==> src/rtl/render_pkg.sv <==
`default_nettype none
// ============================================================================
// Package  : render_pkg
// Summary  : Shared renderer constants, coordinate widths, sink FSM states.
// Revision : 1.0
// ============================================================================
package render_pkg;

  localparam int SCREEN_X_DEF = 640;
  localparam int SCREEN_Y_DEF = 480;
  localparam int COLW         = 3;

  // Coordinate width used by every renderer so packed busses line up.
  function automatic int coord_w(input int extent);
    return $clog2(extent) + 1;
  endfunction

  localparam int PIX_XW = coord_w(SCREEN_X_DEF);
  localparam int PIX_YW = coord_w(SCREEN_Y_DEF);

  typedef enum logic [1:0] {
    S_IDLE   = 2'd0,
    S_GRANT  = 2'd1,
    S_STREAM = 2'd2
  } state_t;

  typedef struct packed {
    logic [PIX_XW-1:0] x;
    logic [PIX_YW-1:0] y;
    logic [COLW-1:0]   col;
  } pixel_t;

endpackage
`default_nettype wire

==> src/rtl/render_pixel_if.sv <==
`default_nettype none
// ============================================================================
// Interface : render_pixel_if
// Summary   : Packed multi-client pixel stream bus between renderers and sink.
// Revision  : 1.0
// ============================================================================
interface render_pixel_if
  import render_pkg::*;
#(
  parameter int NUM_CLIENTS = 3,
  parameter int XW          = 11,
  parameter int YW          = 10
) ();

  logic [NUM_CLIENTS-1:0]      req;
  logic [NUM_CLIENTS-1:0]      valid;
  logic [NUM_CLIENTS-1:0]      last;
  logic [NUM_CLIENTS*XW-1:0]   x;
  logic [NUM_CLIENTS*YW-1:0]   y;
  logic [NUM_CLIENTS*COLW-1:0] col;
  logic [NUM_CLIENTS-1:0]      grant;
  logic [NUM_CLIENTS-1:0]      ready;
  logic [NUM_CLIENTS-1:0]      done;

  modport master (output req, valid, last, x, y, col, input grant, ready, done);
  modport slave  (input req, valid, last, x, y, col, output grant, ready, done);

endinterface
`default_nettype wire

==> src/rtl/render_pixel_fifo.sv <==
`default_nettype none
// ============================================================================
// Module   : render_pixel_fifo
// Summary  : Synchronous power-of-two FIFO with occupancy count.
// Revision : 1.0
// ============================================================================
module render_pixel_fifo #(
  parameter int WIDTH = 24,
  parameter int DEPTH = 8
) (
  input  wire logic                   clk,
  input  wire logic                   resetn,
  input  wire logic                   push,
  input  wire logic [WIDTH-1:0]       din,
  input  wire logic                   pop,
  output logic      [WIDTH-1:0]       dout,
  output logic                        full,
  output logic                        empty,
  output logic      [$clog2(DEPTH):0] level
);

  localparam int AW = $clog2(DEPTH);
  localparam logic [AW:0] FULL_LVL = (AW+1)'(DEPTH);

  logic [WIDTH-1:0] r_mem [DEPTH];
  logic [AW-1:0]    r_wptr;
  logic [AW-1:0]    r_rptr;
  logic [AW:0]      r_count;
  logic             w_push;
  logic             w_pop;

  assign empty  = (r_count == '0);
  assign full   = (r_count == FULL_LVL);
  assign level  = r_count;
  assign dout   = r_mem[r_rptr];
  assign w_pop  = pop && !empty;
  assign w_push = push && (!full || w_pop);

  always_ff @(posedge clk or negedge resetn) begin
    if (!resetn) begin
      r_wptr  <= '0;
      r_rptr  <= '0;
      r_count <= '0;
    end else begin
      if (w_push) r_wptr <= r_wptr + 1'b1;
      if (w_pop)  r_rptr <= r_rptr + 1'b1;
      case ({w_push, w_pop})
        2'b10:   r_count <= r_count + 1'b1;
        2'b01:   r_count <= r_count - 1'b1;
        default: r_count <= r_count;
      endcase
    end
  end

  always_ff @(posedge clk) begin
    if (w_push) r_mem[r_wptr] <= din;
  end

endmodule
`default_nettype wire

==> src/rtl/render_pixel_sink.sv <==
`default_nettype none
// ============================================================================
// Module   : render_pixel_sink
// Summary  : Round-robin pixel arbiter + FIFO feeding the VGA plot port.
//            Define RENDER_CLIP_EN to drop off-screen pixels before the FIFO.
// Revision : 1.0
// ============================================================================
module render_pixel_sink
  import render_pkg::*;
#(
  parameter  int SCREEN_X    = 640,
  parameter  int SCREEN_Y    = 480,
  parameter  int NUM_CLIENTS = 3,
  parameter  int FIFO_DEPTH  = 8,
  localparam int XW          = coord_w(SCREEN_X),
  localparam int YW          = coord_w(SCREEN_Y),
  localparam int LW          = $clog2(FIFO_DEPTH) + 1
) (
  input  wire logic          clk,
  input  wire logic          resetn,
  render_pixel_if.slave      cli,
  input  wire logic          vga_stall,
  output logic [XW-1:0]      vga_x,
  output logic [YW-1:0]      vga_y,
  output logic [COLW-1:0]    vga_colour,
  output logic               vga_plot,
  output logic [LW-1:0]      fifo_level
);

  localparam int IW = (NUM_CLIENTS > 1) ? $clog2(NUM_CLIENTS) : 1;
  localparam int PW = XW + YW + COLW;

  function automatic logic [IW-1:0] rr_pick(input logic [NUM_CLIENTS-1:0] req,
                                            input logic [IW-1:0]          ptr);
    logic [IW-1:0] pick;
    int            idx;
    pick = ptr;
    // Walk backwards so the requester closest to the pointer wins last.
    for (int i = NUM_CLIENTS - 1; i >= 0; i--) begin
      idx = (int'(ptr) + i) % NUM_CLIENTS;
      if (req[idx]) pick = IW'(idx);
    end
    return pick;
  endfunction

  logic [1:0]             r_rst_sync;
  logic                   w_rst_n;
  state_t                 r_state;
  logic [NUM_CLIENTS-1:0] r_grant;
  logic [NUM_CLIENTS-1:0] r_done;
  logic [IW-1:0]          r_gidx;
  logic [IW-1:0]          r_ptr;
  logic [IW-1:0]          w_pick;
  logic [XW-1:0]          w_sel_x;
  logic [YW-1:0]          w_sel_y;
  logic [COLW-1:0]        w_sel_col;
  logic                   w_accept;
  logic                   w_accept_last;
  logic                   w_push;
  logic                   w_pop;
  logic                   w_full;
  logic                   w_empty;
  logic [PW-1:0]          w_dout;

  always_ff @(posedge clk or negedge resetn) begin
    if (!resetn) r_rst_sync <= 2'b00;
    else         r_rst_sync <= {r_rst_sync[0], 1'b1};
  end
  assign w_rst_n = r_rst_sync[1];

  assign w_pick        = rr_pick(cli.req, r_ptr);
  assign cli.grant     = r_grant;
  assign cli.done      = r_done;
  assign cli.ready     = (r_state == S_STREAM && !w_full) ? r_grant : '0;
  assign w_accept      = |(cli.valid & cli.ready);
  assign w_accept_last = |(cli.valid & cli.last & cli.ready);
  assign w_sel_x       = cli.x[r_gidx*XW +: XW];
  assign w_sel_y       = cli.y[r_gidx*YW +: YW];
  assign w_sel_col     = cli.col[r_gidx*COLW +: COLW];
  assign w_pop         = !w_empty && !vga_stall;

`ifdef RENDER_CLIP_EN
  assign w_push = w_accept && (w_sel_x < XW'(SCREEN_X)) && (w_sel_y < YW'(SCREEN_Y));
`else
  assign w_push = w_accept;
`endif

  always_ff @(posedge clk or negedge w_rst_n) begin
    if (!w_rst_n) begin
      r_state <= S_IDLE;
      r_grant <= '0;
      r_done  <= '0;
      r_gidx  <= '0;
      r_ptr   <= '0;
    end else begin
      r_done <= '0;
      case (r_state)
        S_IDLE: begin
          if (|cli.req) r_state <= S_GRANT;
        end
        S_GRANT: begin
          if (|cli.req) begin
            r_gidx  <= w_pick;
            r_grant <= NUM_CLIENTS'(1) << w_pick;
            r_state <= S_STREAM;
          end else begin
            r_state <= S_IDLE;
          end
        end
        S_STREAM: begin
          if (w_accept_last) begin
            r_done  <= r_grant;
            r_grant <= '0;
            r_ptr   <= (r_gidx == IW'(NUM_CLIENTS - 1)) ? '0 : r_gidx + 1'b1;
            r_state <= S_IDLE;
          end
        end
        default: r_state <= S_IDLE;
      endcase
    end
  end

  render_pixel_fifo #(
    .WIDTH (PW),
    .DEPTH (FIFO_DEPTH)
  ) u_fifo (
    .clk    (clk),
    .resetn (w_rst_n),
    .push   (w_push),
    .din    ({w_sel_x, w_sel_y, w_sel_col}),
    .pop    (w_pop),
    .dout   (w_dout),
    .full   (w_full),
    .empty  (w_empty),
    .level  (fifo_level)
  );

  always_ff @(posedge clk or negedge w_rst_n) begin
    if (!w_rst_n) begin
      vga_plot   <= 1'b0;
      vga_x      <= '0;
      vga_y      <= '0;
      vga_colour <= '0;
    end else begin
      vga_plot <= w_pop;
      if (w_pop) begin
        vga_x      <= w_dout[PW-1 -: XW];
        vga_y      <= w_dout[COLW +: YW];
        vga_colour <= w_dout[COLW-1:0];
      end
    end
  end

endmodule
`default_nettype wire

==> src/flat_wrapper.sv <==
// flat-port wrapper written by rule: the top's interface ports become plain ports
module render_pixel_sink_flat import render_pkg::*;
#(
  parameter  int SCREEN_X    = 640,
  parameter  int SCREEN_Y    = 480,
  parameter  int NUM_CLIENTS = 3,
  parameter  int FIFO_DEPTH  = 8,
  localparam int XW          = coord_w(SCREEN_X),
  localparam int YW          = coord_w(SCREEN_Y),
  localparam int LW          = $clog2(FIFO_DEPTH) + 1
)
  (clk, resetn, vga_stall, vga_x, vga_y, vga_colour, vga_plot, fifo_level, cli_req, cli_valid, cli_last, cli_x, cli_y, cli_col, cli_grant, cli_ready, cli_done);
  render_pixel_if #(.NUM_CLIENTS(NUM_CLIENTS), .XW((PIX_XW)), .YW((PIX_YW))) cli_i ();
  input  wire logic clk;
  input  wire logic resetn;
  input  wire logic vga_stall;
  output logic [XW-1:0] vga_x;
  output logic [YW-1:0] vga_y;
  output logic [COLW-1:0] vga_colour;
  output logic vga_plot;
  output logic [LW-1:0] fifo_level;
  input wire logic [$bits(cli_i.req)-1:0] cli_req;
  input wire logic [$bits(cli_i.valid)-1:0] cli_valid;
  input wire logic [$bits(cli_i.last)-1:0] cli_last;
  input wire logic [$bits(cli_i.x)-1:0] cli_x;
  input wire logic [$bits(cli_i.y)-1:0] cli_y;
  input wire logic [$bits(cli_i.col)-1:0] cli_col;
  output wire logic [$bits(cli_i.grant)-1:0] cli_grant;
  output wire logic [$bits(cli_i.ready)-1:0] cli_ready;
  output wire logic [$bits(cli_i.done)-1:0] cli_done;
  assign cli_i.req = cli_req;
  assign cli_i.valid = cli_valid;
  assign cli_i.last = cli_last;
  assign cli_i.x = cli_x;
  assign cli_i.y = cli_y;
  assign cli_i.col = cli_col;
  assign cli_grant = cli_i.grant;
  assign cli_ready = cli_i.ready;
  assign cli_done = cli_i.done;
  render_pixel_sink #(.SCREEN_X(SCREEN_X), .SCREEN_Y(SCREEN_Y), .NUM_CLIENTS(NUM_CLIENTS), .FIFO_DEPTH(FIFO_DEPTH)) u_core (.clk(clk), .resetn(resetn), .cli(cli_i), .vga_stall(vga_stall), .vga_x(vga_x), .vga_y(vga_y), .vga_colour(vga_colour), .vga_plot(vga_plot), .fifo_level(fifo_level));
endmodule
==> config.mk <==
export PLATFORM = sky130hd
export DESIGN_NAME = render_pixel_sink_flat
export DESIGN_NICKNAME = d
export VERILOG_FILES = /design/src/rtl/render_pkg.sv /design/src/rtl/render_pixel_if.sv /design/src/rtl/render_pixel_fifo.sv /design/src/rtl/render_pixel_sink.sv /design/src/flat_wrapper.sv
export SDC_FILE = /design/constraint.sdc
export NUM_CORES = 1
export LEC_CHECK = 0
export ABC_AREA = 0
export BUFFER_PORTS_ARGS = -buffer_cell sky130_fd_sc_hd__buf_2
export CAP_MARGIN = 20
export CORE_MARGIN = 2
export CORE_UTILIZATION = 30
export CTS_CLUSTER_DIAMETER = 60
export DETAILED_ROUTE_END_ITERATION = 7
export PLACE_DENSITY = 0.56
export SLEW_MARGIN = 20
export SYNTH_ARGS = -nofsm -noshare
export SYNTH_HDL_FRONTEND = slang
export SYNTH_HIERARCHICAL = 1
export SYNTH_SLANG_ARGS = --single-unit
==> constraint.sdc <==
create_clock -name clk -period 3.09 [get_ports clk]
set_input_delay 0.4635 -clock clk [delete_from_list [all_inputs] [get_ports clk]]
set_output_delay 0.4635 -clock clk [all_outputs]
set_load 0.05 [all_outputs]
==> flow_summary.ini <==
[global_route]
grt_max_degree = 40
grt_first_pass_wirelength_um = 34000
gr-total-overflow = 0
antenna_found_initial = 0
grtUsageTotal = 0.125
grt_pass1_vias = 5774

[critical_path]
crit_top_cell = or3_4
critPathLaunchType = flop
worstSetupPathType = reg2reg
path_cells = or3_4 > nor2_4 > nor3b_2 > and3_1 > or3_4 > or2_4 > inv_2 > ha_1 > a211o_1 > nand3_2 > mux2_4 > nand3b_1
crit_slowest_cell = or3_4
path_max_fanout = 6
crit_required_ps = 3530
cpPeakStageDelay_ps = 420
ff2ff_path_depth = 12
reg2reg_slack_ps = 140
rr_endpoint = u_core/u_fifo/level[3]
crit_buf_inv = 1
path_delay_family = simple AND/OR/NAND/NOR gates
cp_data_arrival_time_ps = 3390
rr_startpoint = u_core/u_fifo/level[2]
endpoint_kind = flop

[timing]
maxSlewViolCount = 0
setup_violations = 0
max_freq_mhz = 339
slew_headroom = 0.314
grt_setup_unrepaired = true
worst_pin_slew_ps = 1020
setup_tns_ps = 0
fin_crit_ps = 2950
hold_viol = 0
finClkSkew_ps = 16.1
fin_crit_sh = 0.955

[run]
drv_cap = 0

[power]
p_leak_uw = 0.00454
pwr_density_cell_nw_per_um2 = 989
power_uw = 12400
vdd_drop_max_mv = 0.579

[drt]
wl_per_cell_um = 18.3
drt_wl_total_um = 21900
drtIter0Drc = 233
final_antenna_net_count = 0
via_per_inst = 4.61
first_pass_iters = 4
via_count = 5523
drc = 0

[yosys]
ys_warn_count = 6
ys_types = 53
synth-edff-count = 192
ys_seq_area_frac = 0.689
synth_top_area_frac = 0.568
synthTopCellsByArea = edfxtp_1, dfrtp_1, mux4_2
synth_top_area_cell = edfxtp_1
synthCells = 564
ys_async_sr_fraction = 0.203
syn_nets = 656
synth_common_cells = edfxtp_1, dfrtp_1, mux4_2
syn_avg_cell_area_um2 = 18.0
synth.most_common_cell = edfxtp_1
synth_seq_cells = 241
ys.flop_type = edfxtp_1
syn_area_um2 = 10200

[finish]
drive_gt1_frac = 0.462
post-route-util = 0.375
fillers = 3096
antenna_cells = 0
nets = 824
area_growth_pct = 23.7
fin_cells = 1199

[outcome]
outcome = completed

[clock_tree]
ctsRootBufferMaster = clkbuf_16
cts_max_level = 1
numCtsBuffers = 26
clk-insertion-delay-late_ps = 520
cts.clk_slew.worst_paths_ps = 60
numClockSinks = 241
cts.path.max_buffers = 3
cts_tree = built

[floorplan]
rows = 67
ioPinCount = 122
die_area_um2 = 35300
core-area_um2 = 33400
initial_core_util = 0.304
die_w_um = 188
die_y_um = 188

[placement]
hpwlAfterDp_um = 14400
portBuffers = 121
placed_cells = 1144
gp_congestion = 0.710

[min_path]
min_path_type = reg2async
[metrics by stage]
stage               instance area, um^2  worst slack [ps]  hold slack, ps
CTS                               12500              15.3             239
finish                            12600               140             219
global placement                  11600              71.1             249
global route                      12600             -1.05             263
floorplan                         10300             -88.0             168
detailed placement                11600              27.7             249
[logic make-up after synthesis]
kind of cell,after synthesis,synth area share
multiplexers,128,0.196
other,1,0.000369
adder cells (fa/ha/maj),8,0.0106
AO/OA/AOI/OAI,54,0.0368
flip-flops,241,0.689
AND/OR/NAND/NOR,86,0.0401
buffers and inverters,39,0.0212
XOR/XNOR,7,0.00604
[metal layers]
layer / share of wire / up-vias / global-route usage
met4: 0.015 / 0 / 0.0242
met1: 0.44 / 2810 / 0.167
met5: 0 / - / 0
met2: 0.50 / 131 / 0.215
met3: 0.047 / 28 / 0.0230
li1: - / 2554 / -
[state kept, by name, summed over array words and instances, names as in the netlist]
signal / cells
u_core/u_fifo/r_wptr: 3
u_core/r_gidx: 2
u_core/cli.done: 3
u_core/u_fifo/level: 4
u_core/u_fifo/r_rptr: 3
u_core/vga_colour: 3
u_core/r_rst_sync: 2
u_core/r_state: 2
u_core/vga_y: 10
u_core/cli.grant: 3
u_core/vga_x: 11
u_core/u_fifo/r_mem: 192
u_core/vga_plot: 1
u_core/r_ptr: 2
[cells in the final DEF (no fill, tap or decap), types with 4 or more instances in the layout]
cell type,n
edfxtp_1,192
buf_2,121
mux4_2,48
nand2_1,44
buf_4,42
mux2_2,40
dfrtp_1,40
clkbuf_16,27
mux2i_1,27
o21ai_0,27
mux2_4,13
inv_1,9
dfrtp_2,8
ha_1,7
and2_1,6
clkinv_2,5
nor2_4,5
nor2_1,5
buf_12,5
xnor2_1,5
clkbuf_1,4
nand2b_1,4
a21oi_1,4
nor3_4,4
[cell type report]
class	count	area (um^2)	area share
Timing Repair Buffer	169	1030	0.0821
Clock buffer	31	691	0.0550
Clock inverter	16	148	0.0118
Tap cell	448	561	0.0446
Inverter	10	37.5	0.00299
Sequential cell	241	7010	0.558
Multi-Input combinational cell	284	3080	0.246
[where the power goes]
group	leakage (uW)	switching, uW	internal (uW)
clock	0.000405	1250	1770
sequential	0.00232	477	4270
combinational	0.00182	2610	2040
total	0.00454	4340	8080
[worst max-delay path by stage]
| stage | from | to | slack [ps] | cells past startpoint |
|---|---|---|---|---|
| 6_report | u_core/u_fifo/level[2] | u_core/u_fifo/level[3] | 140 | 12 |
| 5_1_grt | u_core/u_fifo/level[3] | u_core/u_fifo/r_mem[2][18] | -1 | 10 |
| 4_1_cts | u_core/u_fifo/level[3] | u_core/u_fifo/r_mem[1][5] | 20 | 10 |
| 3_5_place_dp | u_core/u_fifo/level[2] | u_core/u_fifo/r_mem[1][7] | 30 | 10 |
| 3_3_place_gp | u_core/u_fifo/level[2] | u_core/u_fifo/level[3] | 70 | 12 |
| 2_1_floorplan | u_core/u_fifo/level[2] | u_core/u_fifo/level[3] | -90 | 14 |
[timing repair]
| action | in CTS | in global routing |
|---|---|---|
| setup buffers | 0 | 6 |
| hold buffers | 1 | 0 |
| endpoints found under the setup margin | 0 | 95 |
| gates resized for setup | 0 | 3 |
| endpoints found under the hold margin | 2 | 0 |
Note: power is estimated with default switching activity, not from simulation.
